==> src/rtl/llabs_pkg.sv <==
// Shared constants and types for the video-memory pipeline.
// Latency: n/a (declarations only).
// Backpressure: n/a.
package llabs_pkg;
  localparam int GRID_COLS   = 34;
  localparam int GRID_ROWS   = 33;
  localparam int VMEM_DEPTH  = 1122;
  localparam int VMEM_ADDR_W = 11;
  localparam int COLOR_W     = 3;
  localparam int RECT_CRD_W  = 6;

  typedef enum logic [1:0] {
    ST_IDLE  = 2'd0,
    ST_PAINT = 2'd1,
    ST_DONE  = 2'd2
  } painter_state_e;
endpackage

==> src/rtl/rect_painter_if.sv <==
// Start/done continuation handshake plus the RAM write port of the painter.
// Latency: n/a (wiring only).
// Backpressure: done is held by the painter until the master acks it.
interface rect_painter_if;
  import llabs_pkg::*;

  logic                    in_cont_signal;
  logic [RECT_CRD_W-1:0]   rect_x;
  logic [RECT_CRD_W-1:0]   rect_y;
  logic [RECT_CRD_W-1:0]   rect_w;
  logic [RECT_CRD_W-1:0]   rect_h;
  logic [COLOR_W-1:0]      rect_color;
  logic                    next_out_cont_signal;
  logic                    out_cont_signal;
  logic                    busy;
  logic [VMEM_ADDR_W-1:0]  address;
  logic [COLOR_W-1:0]      color;
  logic                    print_enable;

  modport master (
    output in_cont_signal, rect_x, rect_y, rect_w, rect_h, rect_color,
           next_out_cont_signal,
    input  out_cont_signal, busy, address, color, print_enable
  );

  modport slave (
    input  in_cont_signal, rect_x, rect_y, rect_w, rect_h, rect_color,
           next_out_cont_signal,
    output out_cont_signal, busy, address, color, print_enable
  );
endinterface

==> src/rtl/grid_addr_calc.sv <==
// Maps a (cx,cy) cell to its linear video-memory address cy*COLS+cx.
// Latency: combinational, no registers.
// Backpressure: none.
module grid_addr_calc
  import llabs_pkg::*;
#(
  parameter int COLS   = GRID_COLS,
  parameter int CRD_W  = RECT_CRD_W,
  parameter int ADDR_W = VMEM_ADDR_W
) (
  input  logic [CRD_W-1:0]  i_cx,
  input  logic [CRD_W-1:0]  i_cy,
  output logic [ADDR_W-1:0] o_addr
);
  localparam logic [ADDR_W-1:0] L_COLS = ADDR_W'(COLS);

  logic [ADDR_W-1:0] w_cy_ext;
  logic [ADDR_W-1:0] w_sum;

  // Multiply by the constant stride as a sum of shifted copies of cy.
  always_comb begin
    w_cy_ext = ADDR_W'(i_cy);
    w_sum    = ADDR_W'(i_cx);
    for (int i = 0; i < ADDR_W; i++) begin
      if (L_COLS[i]) w_sum = w_sum + (w_cy_ext << i);
    end
  end

  assign o_addr = w_sum;
endmodule

==> src/rtl/rect_painter.sv <==
// Fills a clipped rectangle of the cell grid with one colour, one RAM write per clock.
// Latency: first write 1 cycle after start, W*H back-to-back writes, done the cycle after.
// Backpressure: none on writes; done held until next_out_cont_signal acks it.
module rect_painter
  import llabs_pkg::*;
#(
  parameter int COLS   = GRID_COLS,
  parameter int ROWS   = GRID_ROWS,
  parameter int ADDR_W = VMEM_ADDR_W,
  parameter int CRD_W  = RECT_CRD_W
) (
  input logic           Clck,
  input logic           Reset,
  rect_painter_if.slave bus
);
  localparam logic [CRD_W:0] L_COLS = (CRD_W+1)'(COLS);
  localparam logic [CRD_W:0] L_ROWS = (CRD_W+1)'(ROWS);
  localparam logic [CRD_W:0] L_ONE  = (CRD_W+1)'(1);

  painter_state_e     r_state, w_state;
  logic [CRD_W-1:0]   r_x, w_x, r_cx, w_cx, r_cy, w_cy;
  logic [CRD_W:0]     r_xe, w_xe, r_ye, w_ye;
  logic [COLOR_W-1:0] r_color, w_color;
  logic [ADDR_W-1:0]  r_addr, w_addr;
  logic               r_pe, w_pe, r_done, w_done, r_busy, w_busy;

  logic [CRD_W:0]     w_x_sum, w_y_sum, w_xe_clip, w_ye_clip, w_cx_inc, w_cy_inc;
  logic [CRD_W-1:0]   w_ncx, w_ncy;
  logic [ADDR_W-1:0]  w_calc_addr;
  logic               w_empty, w_row_end, w_last;

  // Sums carry one extra bit so a large x+w cannot wrap below the grid edge.
  assign w_x_sum   = {1'b0, bus.rect_x} + {1'b0, bus.rect_w};
  assign w_y_sum   = {1'b0, bus.rect_y} + {1'b0, bus.rect_h};
  assign w_xe_clip = (w_x_sum > L_COLS) ? L_COLS : w_x_sum;
  assign w_ye_clip = (w_y_sum > L_ROWS) ? L_ROWS : w_y_sum;
  assign w_empty   = (bus.rect_w == '0) || (bus.rect_h == '0) ||
                     ({1'b0, bus.rect_x} >= L_COLS) || ({1'b0, bus.rect_y} >= L_ROWS);

  assign w_cx_inc  = {1'b0, r_cx} + L_ONE;
  assign w_cy_inc  = {1'b0, r_cy} + L_ONE;
  assign w_row_end = (w_cx_inc == r_xe);
  assign w_last    = w_row_end && (w_cy_inc == r_ye);

  // Cell to be presented next: the top-left corner on start, else raster successor.
  always_comb begin
    w_ncx = r_cx;
    w_ncy = r_cy;
    if (r_state == ST_IDLE) begin
      w_ncx = bus.rect_x;
      w_ncy = bus.rect_y;
    end else if (w_row_end) begin
      w_ncx = r_x;
      w_ncy = r_cy + CRD_W'(1);
    end else begin
      w_ncx = r_cx + CRD_W'(1);
    end
  end

  grid_addr_calc #(
    .COLS   (COLS),
    .CRD_W  (CRD_W),
    .ADDR_W (ADDR_W)
  ) u_addr (
    .i_cx   (w_ncx),
    .i_cy   (w_ncy),
    .o_addr (w_calc_addr)
  );

  // Next-state and next-output logic; write strobe defaults low every cycle.
  always_comb begin
    w_state = r_state;
    w_x     = r_x;
    w_xe    = r_xe;
    w_ye    = r_ye;
    w_cx    = r_cx;
    w_cy    = r_cy;
    w_color = r_color;
    w_addr  = r_addr;
    w_pe    = 1'b0;
    w_done  = r_done;
    w_busy  = r_busy;
    unique case (r_state)
      ST_IDLE: begin
        if (bus.in_cont_signal) begin
          w_x     = bus.rect_x;
          w_xe    = w_xe_clip;
          w_ye    = w_ye_clip;
          w_color = bus.rect_color;
          w_busy  = 1'b1;
          if (w_empty) begin
            w_state = ST_DONE;
            w_done  = 1'b1;
          end else begin
            w_state = ST_PAINT;
            w_cx    = w_ncx;
            w_cy    = w_ncy;
            w_addr  = w_calc_addr;
            w_pe    = 1'b1;
          end
        end
      end
      ST_PAINT: begin
        if (w_last) begin
          w_state = ST_DONE;
          w_done  = 1'b1;
        end else begin
          w_cx   = w_ncx;
          w_cy   = w_ncy;
          w_addr = w_calc_addr;
          w_pe   = 1'b1;
        end
      end
      ST_DONE: begin
        if (bus.next_out_cont_signal) begin
          w_state = ST_IDLE;
          w_done  = 1'b0;
          w_busy  = 1'b0;
        end
      end
      default: w_state = ST_IDLE;
    endcase
  end

  // State and registered outputs; reset abandons any fill in progress.
  always_ff @(posedge Clck) begin
    if (Reset) begin
      r_state <= ST_IDLE;
      r_x     <= '0;
      r_xe    <= '0;
      r_ye    <= '0;
      r_cx    <= '0;
      r_cy    <= '0;
      r_color <= '0;
      r_addr  <= '0;
      r_pe    <= 1'b0;
      r_done  <= 1'b0;
      r_busy  <= 1'b0;
    end else begin
      r_state <= w_state;
      r_x     <= w_x;
      r_xe    <= w_xe;
      r_ye    <= w_ye;
      r_cx    <= w_cx;
      r_cy    <= w_cy;
      r_color <= w_color;
      r_addr  <= w_addr;
      r_pe    <= w_pe;
      r_done  <= w_done;
      r_busy  <= w_busy;
    end
  end

  assign bus.out_cont_signal = r_done;
  assign bus.busy            = r_busy;
  assign bus.address         = r_addr;
  assign bus.color           = r_color;
  assign bus.print_enable    = r_pe;
endmodule

==> src/flat_wrapper.sv <==
// flat-port wrapper written by rule: the top's interface ports become plain ports
module rect_painter_flat import llabs_pkg::*;
#(
  parameter int COLS   = GRID_COLS,
  parameter int ROWS   = GRID_ROWS,
  parameter int ADDR_W = VMEM_ADDR_W,
  parameter int CRD_W  = RECT_CRD_W
)
  (Clck, Reset, bus_in_cont_signal, bus_rect_x, bus_rect_y, bus_rect_w, bus_rect_h, bus_rect_color, bus_next_out_cont_signal, bus_out_cont_signal, bus_busy, bus_address, bus_color, bus_print_enable);
  rect_painter_if bus_i ();
  input logic Clck;
  input logic Reset;
  input wire logic [$bits(bus_i.in_cont_signal)-1:0] bus_in_cont_signal;
  input wire logic [$bits(bus_i.rect_x)-1:0] bus_rect_x;
  input wire logic [$bits(bus_i.rect_y)-1:0] bus_rect_y;
  input wire logic [$bits(bus_i.rect_w)-1:0] bus_rect_w;
  input wire logic [$bits(bus_i.rect_h)-1:0] bus_rect_h;
  input wire logic [$bits(bus_i.rect_color)-1:0] bus_rect_color;
  input wire logic [$bits(bus_i.next_out_cont_signal)-1:0] bus_next_out_cont_signal;
  output wire logic [$bits(bus_i.out_cont_signal)-1:0] bus_out_cont_signal;
  output wire logic [$bits(bus_i.busy)-1:0] bus_busy;
  output wire logic [$bits(bus_i.address)-1:0] bus_address;
  output wire logic [$bits(bus_i.color)-1:0] bus_color;
  output wire logic [$bits(bus_i.print_enable)-1:0] bus_print_enable;
  assign bus_i.in_cont_signal = bus_in_cont_signal;
  assign bus_i.rect_x = bus_rect_x;
  assign bus_i.rect_y = bus_rect_y;
  assign bus_i.rect_w = bus_rect_w;
  assign bus_i.rect_h = bus_rect_h;
  assign bus_i.rect_color = bus_rect_color;
  assign bus_i.next_out_cont_signal = bus_next_out_cont_signal;
  assign bus_out_cont_signal = bus_i.out_cont_signal;
  assign bus_busy = bus_i.busy;
  assign bus_address = bus_i.address;
  assign bus_color = bus_i.color;
  assign bus_print_enable = bus_i.print_enable;
  rect_painter #(.COLS(COLS), .ROWS(ROWS), .ADDR_W(ADDR_W), .CRD_W(CRD_W)) u_core (.Clck(Clck), .Reset(Reset), .bus(bus_i));
endmodule
==> config.mk <==
export PLATFORM = sky130hd
export DESIGN_NAME = rect_painter_flat
export DESIGN_NICKNAME = d
export VERILOG_FILES = /design/src/rtl/llabs_pkg.sv /design/src/rtl/rect_painter_if.sv /design/src/rtl/grid_addr_calc.sv /design/src/rtl/rect_painter.sv /design/src/flat_wrapper.sv
export SDC_FILE = /design/constraint.sdc
export NUM_CORES = 1
export LEC_CHECK = 0
export ABC_AREA = 1
export BUFFER_PORTS_ARGS = -buffer_cell sky130_fd_sc_hd__buf_4
export CORE_MARGIN = 3
export CORE_UTILIZATION = 50
export DETAILED_ROUTE_END_ITERATION = 8
export GPL_TIMING_DRIVEN = 1
export PLACE_DENSITY = 0.69
export SLEW_MARGIN = 20
export SYNTH_ARGS = -nofsm -noshare
export SYNTH_HDL_FRONTEND = slang
export SYNTH_HIERARCHICAL = 1
export SYNTH_SLANG_ARGS = --single-unit
==> constraint.sdc <==
create_clock -name Clck -period 4.3 [get_ports Clck]
set_input_delay 0.86 -clock Clck [delete_from_list [all_inputs] [get_ports Clck]]
set_output_delay 0.86 -clock Clck [all_outputs]
set_load 0.03 [all_outputs]
==> results of run 1 <==
-- kinds of logic after synthesis --
| logic type | Yosys count | share of synthesized area (%) |
|---|---|---|
| AOI/OAI and AO/OA | 60 | 8.59 |
| adders and majority gates | 29 | 10.1 |
| and+or+nand+nor | 370 | 40.2 |
| xor gates and xnor gates | 13 | 2.92 |
| buffers and inverters | 116 | 12.1 |
| DFF | 51 | 26.1 |
-- report_power, final --
group | internal (uW) | switching [uW] | total, uW | leakage, uW
combinational | 291 | 493 | 785 | 0.00191
clock | 115 | 158 | 273 | 0.0000422
sequential | 530 | 41.3 | 572 | 0.000419
-- metal layers --
metal | part of all wire, % | GRT usage [%] | up-vias | wire (um)
met5 | 0 | 0 | - | 0
met1 | 49 | 31.1 | 1802 | 4890
li1 | - | - | 2081 | -
met2 | 46 | 40.4 | 73 | 4620
met4 | 1.0 | 5.05 | 0 | 105
met3 | 3.8 | 2.95 | 8 | 385
-- cell usage in the layout, fill, tap and decap left out --
master	n
nand2_1	186
inv_1	93
nand3_1	82
nor2_1	79
buf_4	52
dfxtp_1	51
a21oi_1	35
ha_1	25
o21ai_0	15
xnor2_1	7
nand2_2	6
xor2_1	6
clkbuf_8	5
nor2_2	5
nand3b_1	4
fa_1	4
clkbuf_1	2
inv_2	2
nand3_2	2
o31ai_1	2
nand4_1	2
a211oi_1	2
clkinv_2	1
nor2_4	1
o21a_1	1
nand2_4	1
clkinv_1	1
a21boi_4	1
a21o_1	1
o21bai_1	1
o21ai_1	1
nor3_1	1
or2_1	1
a21oi_2	1
-- flip-flops by register name, summed over array words and instances, names as in the netlist --
signal,count
u_core/bus.address,11
u_core/bus.busy,1
u_core/bus.color,3
u_core/bus.out_cont_signal,1
u_core/bus.print_enable,1
u_core/r_cx,6
u_core/r_cy,6
u_core/r_state,2
u_core/r_x,6
u_core/r_xe,7
u_core/r_ye,7
-- final cells by class --
class	count	area, um^2
timing repair buffer	52	390
inverter	96	360
sequential	51	1020
clock buffer	7	76.3
clock inverter	1	5.00
multi-input combinational	472	2410
tap	99	124
fill	773	3020
-- worst max-delay path by stage --
stage                                   to  slack (ns)  cells past startpoint
CTS                  u_core/bus.address[8]        0.73                     23
global route        u_core/bus.address[10]        0.25                     23
floorplan            u_core/bus.address[8]        1.10                     23
finish               u_core/bus.address[8]        0.70                     23
global placement     u_core/bus.address[8]        0.83                     23
detailed placement   u_core/bus.address[8]        0.75                     23
-- metrics by stage --
step / total power [uW] / hold WS [ns] / util [%] / setup WS, ns / cell area (um^2)
final: 1630 / 0.461 / 59.2 / 0.696 / 4390
after global routing: 1770 / 0.479 / 59.2 / 0.253 / 4390
after CTS: 1640 / 0.466 / 59.2 / 0.731 / 4390
after detailed placement: 1360 / 0.453 / 58.1 / 0.751 / 4310
after global placement: 1350 / 0.449 / 58.1 / 0.835 / 4310
after floorplan: 1170 / 0.429 / - / 1.10 / 3910
-- worst register-to-register path, stage by stage (launching register included) --
cell and delay, ns:
dfxtp_1 0.44, ha_1 0.23, nand2_1 0.11, nor2_1 0.12, nand2_1 0.08, nand2_1 0.08, nand3_1 0.09, nor2_2 0.11
buf_4 0.18, nand2_2 0.18, nand2_1 0.10, nand3_1 0.06, nand2_1 0.14, inv_1 0.07, fa_1 0.50, inv_1 0.04
ha_1 0.32, or2_1 0.24, nand3b_1 0.11, nand2_1 0.06, nand2_1 0.06, nand2_1 0.04, a21oi_1 0.11, nor2_1 0.05
==> key figures, run 1 <==
GRT
  – Tot GR Track Use: 23.3%
  – Antenna violations before repair: 0
  – Pin count of the biggest net entering global routing: 37
  – Vias in the first global route: about 3.7k
  – First-pass GRT wire length: 16800 um
  – GRT overflow: 0

Floorplan
  – Die Wd: roughly 94 um
  – Die height: between 90 and 100 um
  – IO Pins: 48
  – Initial Util: 52.7%
  – Die area: 0.00891 mm^2
  – Core Region: 0.00741 mm^2
  – Row count: 31

Hold path
  – Hold depth: 2
  – Origin of the worst min-delay path: u_core/r_x[1]
  – Worst min-delay path category: flip-flop to flip-flop
  – Hold endpoint: u_core/r_x[1]

Clock network
  – Post-CTS Setup Bufs: 0
  – H-tree depth: 2
  – Worst-Skew Late Latency: 0.30 ns
  – # resized after CTS: 0
  – Root Driver: clkbuf_8
  – Clock-pin slew on the worst setup and hold paths: about 0.10 ns
  – Hold buffer count at CTS: 0
  – Clock tree buffer depth: 2
  – Clk sinks: just over 50
  – CTS buffer count: 5
  – CTS tree: done

Final layout
  – Antenna diodes: 0
  – Finished Layout Cells: 778
  – Layout cells sized above 1: 11.3%
  – Final #Nets: 738
  – Area growth from synthesis to layout: 12.4%

Synth
  – Post-Synthesis Cells: 639
  – Post-Syn Area: 0.00390 mm^2
  – Average cell area after synthesis: 6.11 um^2
  – Area leader, netlist: dfxtp_1
  – Seq/Total Area, Yosys: 26.1%
  – Ys Warns: 6
  – Synth top area share: 26.1%
  – Most frequent cell after synthesis: nand2_1
  – Unique cell type count in the Yosys netlist: 35
  – Area contributors post-synth: dfxtp_1, nand2_1, nand3_1
  – Asr flop ratio synth: 0%
  – Syn nets: 699
  – Seq cells post-synth: 51
  – EDFF count, synth: 0
  – Dominant synthesized flop cell: dfxtp_1
  – Top post-synthesis cells by count: nand2_1, inv_1, nand3_1

Drt
  – Vias per cell: between 5 and 6
  – 1st-iter DRT viols: 168
  – Vias: 3964
  – DR DRC count: 0
  – Overall routed net length: ~10000 um
  – First-pass DRT Iterations: 4
  – Post-route ant nets: 0
  – WL/cell: about 13 um

Setup path
  – Critical path launch point type: flip-flop
  – CP most frequent cell: nand2_1
  – Crit path from: u_core/r_cx[0]
  – Critical Path, Cell by Cell: ha_1, nand2_1, nor2_1, nand2_1, nand2_1, nand3_1, nor2_2, buf_4, nand2_2, nand2_1, nand3_1, nand2_1, inv_1, fa_1, inv_1, ha_1, or2_1, nand3b_1, nand2_1, nand2_1, nand2_1, a21oi_1, nor2_1
  – Family with the most delay on the worst path: simple AND/OR/NAND/NOR gates
  – CP endpoint kind: flip-flop
  – WP data arrival: 3.81 ns
  – R2r setup slk: between 0.6 and 0.7 ns
  – Reg2reg start: u_core/r_cx[0]
  – CP max-delay cell: fa_1
  – Slowest stage delay, CP: 0.50 ns
  – Buffer and inverter count on the worst path: 3
  – FF-to-FF path depth: 23
  – CP Max Fanout: 13
  – Crit path required time: 4.51 ns
  – Crit Path Category: flip-flop to flip-flop
  – Reg-to-reg endpoint: u_core/bus.address[8]

STA
  – Slew Limit Fails: 0
  – RSZ-0062 raised after global routing: false
  – Post-layout min period: 3.60 ns
  – Final Cycle Share: 83.8%
  – Fmax: 277 MHz
  – Final Hold Fails: 0
  – Slew Limit Headroom: 30.6%
  – # setup viols final: 0
  – Setup TNS: 0 ns
  – Worst clock skew: 0.0126 ns
  – Worst slew pin tran: between 1 and 1.5 ns

Placed design
  – Port Buffer Count: 47
  – Gpl congestion: 0.926
  – DP Wirelength: 7740 um
  – Dpl cells: 770

Flow run
  – Max Cap Viol: 0

Power
  – Peak supply drop: 0.184 mV
  – Power density over the cells: 371 mW/mm^2
  – Leak Pwr: 0.00237 uW

Run status
  – Status: complete, no violations
Power figures use the tool's default switching activity.
==> run 2, diff against run 1 <==
--- a/config.mk
+++ b/config.mk
@@ -11,7 +11,7 @@
 export CORE_UTILIZATION = 50
 export DETAILED_ROUTE_END_ITERATION = 8
 export GPL_TIMING_DRIVEN = 1
-export PLACE_DENSITY = 0.69
+export PLACE_DENSITY = 0.72
 export SLEW_MARGIN = 20
 export SYNTH_ARGS = -nofsm -noshare
 export SYNTH_HDL_FRONTEND = slang
==> constraint.sdc (replaced) <==
create_clock -name Clck -period 3 [get_ports Clck]
set_input_delay 0.6 -clock Clck [delete_from_list [all_inputs] [get_ports Clck]]
set_output_delay 0.6 -clock Clck [all_outputs]
set_load 0.03 [all_outputs]
==> run 2 against run 1 <==
- wire length is 25% higher
- register-to-register slack worse by 1.0 ns
- the run now ends with setup timing left
- sequential share of layout area is 3.9 points lower
==> key figures, run 2 (synthesis gave the netlist of run 1 again) <==
Final layout
  – Layout cells sized above 1: 28.8% (+18 points)
  – Most frequent cells in the layout: nand2_1, buf_4, inv_1
  – Number of flip-flops in the largest register: 11 (unchanged)
  – Footprint of the multi-input gates: 0.00277 mm^2 (+15%)
  – Fin util: 71.5% (+12 points)
  – Most common cell after layout, fill and taps aside: nand2_1
  – Design Area, Final: 0.00530 mm^2 (+21%)
  – Area growth from synthesis to layout: 35.7%
  – Antenna diodes: 0 (unchanged)
  – Finished Layout Cells: 841 (+8.1%)
  – Filler cells: 609 (-21%)
  – Register area: 0.00103 mm^2 (+0.61%)
  – Final #Nets: 801 (+8.5%)

Run status
  – Failing checks: setup timing
  – Status: finished with violations

Drt
  – Vias: 4495 (+13%)
  – DR DRC count: 0 (unchanged)
  – WL/cell: 14.9 um (+16%)
  – Vias per cell: 5.34 (+4.9%)
  – Overall routed net length: 12500 um (+25%)
  – First-pass DRT Iterations: 5 (+1)
  – 1st-iter DRT viols: 287 (+71%)
  – Post-route ant nets: 0 (unchanged)

Floorplan
  – IO Pins: 48 (unchanged)
  – Row count: 31 (unchanged)
  – Initial Util: 52.7% (unchanged)
  – Die height: 94.4 um (unchanged)
  – Die Wd: 94.4 um (unchanged)
  – Die area: 0.00891 mm^2 (unchanged)
  – Core Region: 0.00741 mm^2 (unchanged)

STA
  – RSZ-0062 raised after global routing: true
  – Fmax: 301 MHz (+8.4%)
  – # setup viols final: 8 (+8)
  – Slew Limit Headroom: 45.2% (+15 points)
  – Setup TNS: -1.28 ns (-1.28 ns)
  – Worst slew pin tran: 0.819 ns (-0.221 ns)
  – Final Hold Fails: 0 (unchanged)
  – Final setup margin: -0.325 ns (-1.02 ns)
  – Final Cycle Share: 111% (+27 points)
  – Slew Limit Fails: 0 (unchanged)
  – Post-layout min period: 3.32 ns (-0.279 ns)
  – Worst clock skew: 0.00523 ns (-0.00738 ns)

Clock network
  – Clk sinks: 51 (unchanged)
  – CTS tree: done
  – Clock tree buffer depth: 2 (unchanged)
  – H-tree depth: 2 (unchanged)
  – Clock-pin slew on the worst setup and hold paths: 0.10 ns (about the same)
  – Root Driver: clkbuf_8
  – Worst-Skew Late Latency: 0.31 ns (about the same)
  – CTS buffer count: 5 (unchanged)

GRT
  – Vias in the first global route: 3927 (+4.8%)
  – Antenna violations before repair: 0 (unchanged)
  – First-pass GRT wire length: 17800 um (+6.0%)
  – GRT overflow: 0 (unchanged)
  – Pin count of the biggest net entering global routing: 37 (unchanged)
  – Tot GR Track Use: 24.8% (+1.5 points)

Flow run
  – Max Cap Viol: 0 (unchanged)

Setup path
  – CP most frequent cell: nand2_2
  – Buffer and inverter count on the worst path: 3 (unchanged)
  – WP data arrival: 3.54 ns (-0.27 ns)
  – Crit path required time: 3.22 ns (-1.29 ns)
  – CP max-delay cell: fa_2
  – Slowest stage delay, CP: 0.42 ns (-0.08 ns)
  – Crit Path Category: flip-flop to flip-flop
  – CP Max Fanout: 7 (-6)
  – CP endpoint kind: flip-flop
  – Critical path launch point type: flip-flop
  – Family with the most delay on the worst path: simple AND/OR/NAND/NOR gates

Placed design
  – Gpl congestion: 0.867 (-6.4%)
  – Port Buffer Count: 47 (unchanged)
  – Dpl cells: 805 (+4.5%)
  – DP Wirelength: 7970 um (+3.0%)
  – Placed Instance Area: 0.00460 mm^2 (+6.7%)

Power
  – Leak Pwr: 0.00273 uW (+15%)
  – Peak supply drop: 0.379 mV (+110%)
  – Power density over the cells: 560 mW/mm^2 (+51%)

Hold path
  – Worst min-delay path category: flip-flop to flip-flop
==> run 2: changes by cell type in the layout (fill, tap and decap cells not counted), sizes merged <==
cell | previous run | this run
clkinvlp | 0 | 1
buf | 52 | 113
nand2 | 193 | 194
==> run 2: metal layers <==
| metal | wire length (um) | GRT usage (%) | vias to the layer above |
|---|---|---|---|
| met4 | 399 | 6.14 | 0 |
| met2 | 6050 | 41.8 | 184 |
| li1 | - | - | 2200 |
| met3 | 778 | 3.03 | 44 |
| met1 | 5270 | 33.7 | 2067 |
| met5 | 0 | 0 | - |
==> run 2: cell type report <==
| cell class | count | area share [%] |
|---|---|---|
| Clock inverter | 2 | 0.307 |
| Sequential cell | 51 | 19.4 |
| Clock buffer | 6 | 1.56 |
| Tap cell | 99 | 2.34 |
| Inverter | 96 | 6.80 |
| Timing Repair Buffer | 114 | 17.4 |
| Multi-Input combinational cell | 473 | 52.2 |
==> run 2: power breakdown <==
group | switching (uW) | total [uW] | internal [uW]
clock network | 246 | 435 | 189
logic | 945 | 1710 | 766
registers | 60.1 | 822 | 761
==> run 2: what timing repair did <==
action                                 in CTS  in global routing
setup endpoints to repair                   6                 27
endpoints found under the hold margin       0                  0
hold buffers                                0                  0
buffers inserted                           23                  9
pin swaps                                  17                 32
cloned                                      0                  2
gates resized for setup                    27                 59
==> run 2: metrics by stage <==
step | total power (uW) | setup WS, ns | hold WS (ns)
floorplan | 1690 | -0.0939 | 0.429
global placement | 2080 | -0.117 | 0.444
detailed placement | 2100 | -0.211 | 0.446
CTS | 2690 | -0.117 | 0.460
global route | 3150 | -0.480 | 0.480
finish | 2970 | -0.325 | 0.461
==> run 2: worst min-delay path, cell delays in order (launching register included) <==
cell     delay [ns]
dfxtp_1        0.31
inv_1          0.06
a21oi_1        0.05
==> run 2: worst paths after layout <==
path | cells past startpoint | to | slack [ns] | startpoint
max | 25 | u_core/bus.address[8] | -0.32 | u_core/r_cx[1]
min | 2 | u_core/r_x[2] | 0.46 | u_core/r_x[2]
max reg2reg | 25 | u_core/bus.address[8] | -0.32 | u_core/r_cx[1]
min reg2reg | 2 | u_core/r_x[2] | 0.46 | u_core/r_x[2]
